File: src/rtl/motor_pkg.sv
// Shared motor-lab definitions: sequencer state encoding and H-bridge drive codes.
package motor_pkg;

  typedef enum logic [1:0] {
    ST_IDLE  = 2'd0,
    ST_START = 2'd1,
    ST_RUN   = 2'd2,
    ST_BRAKE = 2'd3
  } motor_state_t;

  localparam logic [1:0] DRV_CW  = 2'b10;
  localparam logic [1:0] DRV_CCW = 2'b01;
  localparam logic [1:0] DRV_OFF = 2'b00;

  // Map a direction bit to its bridge code; can never yield 2'b11.
  function automatic logic [1:0] drv_for(input logic dir);
    return dir ? DRV_CCW : DRV_CW;
  endfunction

endpackage

File: src/rtl/dc_motor_dir_sequencer_if.sv
// Control/status bundle between a motor controller and the direction sequencer.
interface dc_motor_dir_sequencer_if;

  logic       run;
  logic       select_direction;
  logic       pwm_in;
  logic [1:0] motor_driver_inputs;
  logic       motor_enable;
  logic       busy;
  logic       cur_direction;

  modport master (
    output run, select_direction, pwm_in,
    input  motor_driver_inputs, motor_enable, busy, cur_direction
  );

  modport slave (
    input  run, select_direction, pwm_in,
    output motor_driver_inputs, motor_enable, busy, cur_direction
  );

endinterface

File: src/rtl/dwell_timer.sv
// Down-counter for state dwells: load P-1 on entry, zero_c marks the last cycle.
module dwell_timer #(
  parameter int unsigned CNT_W = 16
) (
  input  logic             clk,
  input  logic             reset,
  input  logic             load,
  input  logic [CNT_W-1:0] load_value,
  output logic             zero_c
);

  logic [CNT_W-1:0] count;

  always_ff @(posedge clk or posedge reset) begin
    if (reset)              count <= '0;
    else if (load)          count <= load_value;
    else if (count != '0)   count <= count - CNT_W'(1);
  end

  assign zero_c = (count == '0);

endmodule

File: src/rtl/dc_motor_dir_sequencer.sv
// H-bridge direction sequencer: dead-time before every enable, dynamic brake on
// stop or reversal, so the bridge direction never changes while it is energised.
module dc_motor_dir_sequencer
  import motor_pkg::*;
#(
  parameter int unsigned DEADTIME_CYCLES = 12000,
  parameter int unsigned BRAKE_CYCLES    = 24000,
  parameter int unsigned CNT_W           = 16
) (
  input  logic                    clk,
  input  logic                    reset,
  dc_motor_dir_sequencer_if.slave bus
);

  localparam logic [CNT_W-1:0] DEAD_LOAD  = CNT_W'(DEADTIME_CYCLES - 1);
  localparam logic [CNT_W-1:0] BRAKE_LOAD = CNT_W'(BRAKE_CYCLES - 1);

  motor_state_t     state_q, state_d;
  logic             dir_q, dir_d;
  logic             timer_load_c;
  logic [CNT_W-1:0] timer_value_c;
  logic             timer_zero_c;
  logic             abort_c;

  logic [1:0]       drv_q, drv_d;
  logic             en_q, en_d;
  logic             busy_q, busy_d;

  dwell_timer #(.CNT_W(CNT_W)) u_dwell_timer (
    .clk        (clk),
    .reset      (reset),
    .load       (timer_load_c),
    .load_value (timer_value_c),
    .zero_c     (timer_zero_c)
  );

  // State, latched direction and registered outputs.
  always_ff @(posedge clk or posedge reset) begin
    if (reset) begin
      state_q <= ST_IDLE;
      dir_q   <= 1'b0;
      drv_q   <= DRV_OFF;
      en_q    <= 1'b0;
      busy_q  <= 1'b0;
    end else begin
      state_q <= state_d;
      dir_q   <= dir_d;
      drv_q   <= drv_d;
      en_q    <= en_d;
      busy_q  <= busy_d;
    end
  end

  assign abort_c = !bus.run || (bus.select_direction != dir_q);

  // Next-state, direction latch and dwell-timer loading.
  always_comb begin
    state_d       = state_q;
    dir_d         = dir_q;
    timer_load_c  = 1'b0;
    timer_value_c = DEAD_LOAD;
    unique case (state_q)
      ST_IDLE: begin
        if (bus.run) begin
          state_d       = ST_START;
          dir_d         = bus.select_direction;
          timer_load_c  = 1'b1;
          timer_value_c = DEAD_LOAD;
        end
      end
      ST_START: begin
        if (abort_c)           state_d = ST_IDLE;
        else if (timer_zero_c) state_d = ST_RUN;
      end
      ST_RUN: begin
        if (abort_c) begin
          state_d       = ST_BRAKE;
          timer_load_c  = 1'b1;
          timer_value_c = BRAKE_LOAD;
        end
      end
      ST_BRAKE: begin
        if (timer_zero_c) state_d = ST_IDLE;
      end
      default: state_d = ST_IDLE;
    endcase
  end

  // Output values for the state being entered, registered alongside it.
  always_comb begin
    drv_d  = DRV_OFF;
    en_d   = 1'b0;
    busy_d = 1'b0;
    unique case (state_d)
      ST_START: begin
        drv_d  = drv_for(dir_d);
        busy_d = 1'b1;
      end
      ST_RUN: begin
        drv_d = drv_for(dir_d);
        en_d  = bus.pwm_in;
      end
      ST_BRAKE: begin
        en_d   = 1'b1;
        busy_d = 1'b1;
      end
      default: ;
    endcase
  end

  assign bus.motor_driver_inputs = drv_q;
  assign bus.motor_enable        = en_q;
  assign bus.busy                = busy_q;
  assign bus.cur_direction       = dir_q;

endmodule
File: src/flat_wrapper.sv
// flat-port wrapper written by rule: the top's interface ports become plain ports
module dc_motor_dir_sequencer_flat import motor_pkg::*;
#(
  parameter int unsigned DEADTIME_CYCLES = 12000,
  parameter int unsigned BRAKE_CYCLES    = 24000,
  parameter int unsigned CNT_W           = 16
)
  (clk, reset, bus_run, bus_select_direction, bus_pwm_in, bus_motor_driver_inputs, bus_motor_enable, bus_busy, bus_cur_direction);
  dc_motor_dir_sequencer_if bus_i ();
  input  logic clk;
  input  logic reset;
  input wire logic [$bits(bus_i.run)-1:0] bus_run;
  input wire logic [$bits(bus_i.select_direction)-1:0] bus_select_direction;
  input wire logic [$bits(bus_i.pwm_in)-1:0] bus_pwm_in;
  output wire logic [$bits(bus_i.motor_driver_inputs)-1:0] bus_motor_driver_inputs;
  output wire logic [$bits(bus_i.motor_enable)-1:0] bus_motor_enable;
  output wire logic [$bits(bus_i.busy)-1:0] bus_busy;
  output wire logic [$bits(bus_i.cur_direction)-1:0] bus_cur_direction;
  assign bus_i.run = bus_run;
  assign bus_i.select_direction = bus_select_direction;
  assign bus_i.pwm_in = bus_pwm_in;
  assign bus_motor_driver_inputs = bus_i.motor_driver_inputs;
  assign bus_motor_enable = bus_i.motor_enable;
  assign bus_busy = bus_i.busy;
  assign bus_cur_direction = bus_i.cur_direction;
  dc_motor_dir_sequencer #(.DEADTIME_CYCLES(DEADTIME_CYCLES), .BRAKE_CYCLES(BRAKE_CYCLES), .CNT_W(CNT_W)) u_core (.clk(clk), .reset(reset), .bus(bus_i));
endmodule
File: config.mk
export PLATFORM = sky130hd
export DESIGN_NAME = dc_motor_dir_sequencer_flat
export DESIGN_NICKNAME = d
export VERILOG_FILES = /design/src/rtl/motor_pkg.sv /design/src/rtl/dc_motor_dir_sequencer_if.sv /design/src/rtl/dwell_timer.sv /design/src/rtl/dc_motor_dir_sequencer.sv /design/src/flat_wrapper.sv
export SDC_FILE = /design/constraint.sdc
export NUM_CORES = 1
export LEC_CHECK = 0
export ABC_AREA = 1
export CORE_UTILIZATION = 55
export DETAILED_ROUTE_END_ITERATION = 8
export PLACE_DENSITY_LB_ADDON = 0.1
export SKIP_LAST_GASP = 1
export SYNTH_ARGS = -nofsm -noshare
export SYNTH_HDL_FRONTEND = slang
export SYNTH_SLANG_ARGS = --single-unit
export TNS_END_PERCENT = 10
File: constraint.sdc
create_clock -name clk -period 6 [get_ports clk]
set_clock_uncertainty 0.2 [all_clocks]
set_input_delay 1.2 -clock clk [delete_from_list [all_inputs] [get_ports clk]]
set_output_delay 1.2 -clock clk [all_outputs]
set_load 0.05 [all_outputs]
==> results by group <==
STA
  • Final-report hold violation count: 0
  • Fin Setup TNS: 0 ps
  • Worst slew pin tran: 877 ps
  • Post-route setup slack: 3070 ps
  • Period utilization: 48.8%
  • Fin crit period: 2930 ps
  • Top achievable clock speed: 0.342 GHz
  • Slew Viols, Final: 0
  • Final setup vio count: 0
  • RSZ-0062 raised after global routing: false
  • Relative slew slack: 41.5%

Drt
  • Via/cell ratio: 5.26
  • Total routed wirelength: 2.85 mm
  • Post-Route M1 WL: 1.30 mm
  • Drt drc: 0
  • Met3 wire length: 67 um
  • Drt wl/cell: 12.7 um
  • Met2 wire len: 1.44 mm
  • Via count: 1178
  • Drt first pass iters: 4
  • Highest routed layer: met4
  • Antenna-violating nets left: 0
  • Detailed router's first-iteration violation count: 19

Die
  • Initial Util: 57.8%
  • DIE AREA: 2810 um2
  • Core Box Area: 2480 um2
  • I/O pins: 10
  • Site row count: 18
  • Die W: 53.0 um
  • Die Span Y: 53.0 um

Critical path
  • Crit path kind: reg -> out
  • CP bufs+invs: 1
  • Arr. time, crit path: 1530 ps
  • Slowest stage cell, crit path: clkdlybuf4s50_1
  • Crit-path leading delay family: buffers and inverters
  • Critical path endpoint category: output port
  • Critical path cell sequence: clkdlybuf4s50_1
  • Slowest stage delay, CP: 810 ps
  • Crit path max fanout: 3
  • CP required: 4600 ps
  • CP Launch Type: flop

Finish
  • Area grow syn2layout: 9.96%
  • Nets: 205
  • Layout cell share with drive strength beyond 1: 13.4%
  • Final Util: 63.6%
  • Final non-filler cell total: 224
  • N_diodes: 0
  • Fillers: 232

Global route
  • GRT Total Usage: 24.1%
  • Largest net degree at the start of global routing: 24
  • GR Overflow Total: 0
  • Global-route wire length before repair: 4.87 mm
  • Vias in the first global route: 1101
  • Initial antenna violation count: 0

Synth
  • Yosys warnings: 0
  • Cell variety after synth: 31
  • Post-synth net total: 192
  • Number of synthesized register bits: 23
  • Sequential-to-total area share from yosys stat: 40.2%
  • Mapped Cells: 182
  • Netlist Area Pre-Place: 1430 um2
  • Mapped Avg Cell Area: 7.87 um2

Placed design
  • Detailed Place HPWL: 2.22 mm
  • Inst Count DP: 220
  • I/O Buffers: 9
  • GPL Wtd Cong: 1.00
  • Place WS: 2880 ps

Power
  • Switching pwr: 0.117 mW
  • Comb power frac: 24.0%
  • Peak supply drop: 0.190 mV
  • Pleak: 0.749 nW
  • Clock power frac: 20.9%
  • Int Pwr: 0.231 mW
  • Switch share: 33.6%
  • PD cells: 221 nW/um2
  • Reg power frac: 55.1%

Clock network
  • Clock Tree Root: clkbuf_4
  • Postcts setup bufs: 0
  • CTS Hold Bufs: 0
  • Clock Sinks: 23
  • Clk_lat worst skew: 320 ps
  • Post-CTS Resized: 0
  • CTS tree: built
  • Clock Path Buffers: 2
  • Inserted Clock Buffers: 3
  • Clock transition at path regs: 130 ps
  • Htree depth: 1

Status
  • Status: completed

Min path
  • Hold WC Path Type: reg -> reg

Job
  • Maxcap violations: 0
## through the flow
step	power, mW	instance area, um2	hold WS [ps]
6_report	0.348	1580	287
3_5_place_dp	0.279	1550	264
4_1_cts	0.350	1580	293
5_1_grt	0.370	1580	336
2_1_floorplan	0.257	1430	242
3_3_place_gp	0.274	1550	257
## sequential cells by signal, indices dropped and copies added, names as in the netlist
name                            cells
u_core.bus.motor_enable             1
u_core.bus.cur_direction            1
u_core.state_q                      2
u_core.bus.motor_driver_inputs      2
u_core.u_dwell_timer.count         16
u_core.bus.busy                     1
## path summary, 6_finish.rpt
kind,end,startpoint,cells past startpoint,slack (ps)
worst max-delay path,bus_cur_direction,u_core.bus.cur_direction,1,3070
worst min-delay path,u_core.u_dwell_timer.count[0],u_core.u_dwell_timer.count[0],2,290
worst max register to register,u_core.bus.busy,u_core.u_dwell_timer.count[0],11,3770
worst min register to register,u_core.u_dwell_timer.count[0],u_core.u_dwell_timer.count[0],2,290
max in group asynchronous,u_core.u_dwell_timer.count[8],reset,2,3900
min in group asynchronous,u_core.u_dwell_timer.count[11],reset,2,1150
## final cells by class
| type | instances | area (um2) | area share (%) |
|---|---|---|---|
| Tap cell | 30 | 37.5 | 2.38 |
| Inverter | 25 | 93.8 | 5.96 |
| Timing Repair Buffer | 9 | 90.1 | 5.72 |
| Sequential cell | 23 | 576 | 36.5 |
| Multi-Input combinational cell | 133 | 752 | 47.7 |
| Clock buffer | 4 | 26.3 | 1.67 |
## kinds of logic after synthesis
kind of cell / synth area share (%)
AND/OR/NAND/NOR: 37.1
buffers and inverters: 7.34
flip-flops: 40.2
AO/OA/AOI/OAI: 7.34
XOR/XNOR: 3.67
adder cells (fa/ha/maj): 4.37
## cell usage in the layout, fill, tap and decap left out, drive strengths merged
master,count
o211ai,1
inv,25
nand2,45
clkdlybuf4s50,9
xor2,4
clkbuf,4
or2,2
nor2,34
xnor2,2
dfrtp,23
o21ai,3
ha,5
a31oi,1
nand4,2
nand3,19
a21boi,1
nor3,3
nand3b,1
a21oi,10
## power by group through the flow
stage	clock network, mW	logic, mW	registers [mW]
floorplan	0	0.0633	0.194
CTS	0.0732	0.0850	0.191
finish	0.0726	0.0836	0.192
global route	0.0801	0.0968	0.194
detailed placement	0	0.0844	0.195
global placement	0	0.0817	0.193
## cell usage after synthesis
library cell	count	area (um2)
inv_1	23	86.3
nand2_2	1	6.26
a21boi_4	1	18.8
nor3_2	1	10.0
a21oi_2	1	8.76
o21ai_1	1	5.00
or2_2	2	12.5
nor2_8	1	20.0
nand3_4	1	17.5
a31oi_1	1	6.26
dfrtp_1	23	576
nand3b_1	1	7.51
o211ai_1	1	7.51
buf_6	1	11.3
o21ai_2	1	8.76
ha_1	5	62.6
nand4_1	1	6.26
nand3_2	3	30.0
nor2_4	2	22.5
nand4_2	1	12.5
nor2_2	5	31.3
nand2_1	43	161
a21oi_1	9	45.0
nor2_1	26	97.6
o21ai_0	1	5.00
nor3_1	2	10.0
nand2_4	1	11.3
nand3_1	15	75.1
inv_2	2	7.51
xnor2_1	2	17.5
xor2_1	4	35.0
## layer usage
| metal | vias to the layer above | GRT usage [%] |
|---|---|---|
| met5 | - | 0 |
| met4 | 0 | 8.77 |
| met3 | 7 | 3.45 |
| met2 | 22 | 42.0 |
| met1 | 546 | 30.0 |
| li1 | 603 | - |
Power figures use the tool's default switching activity.
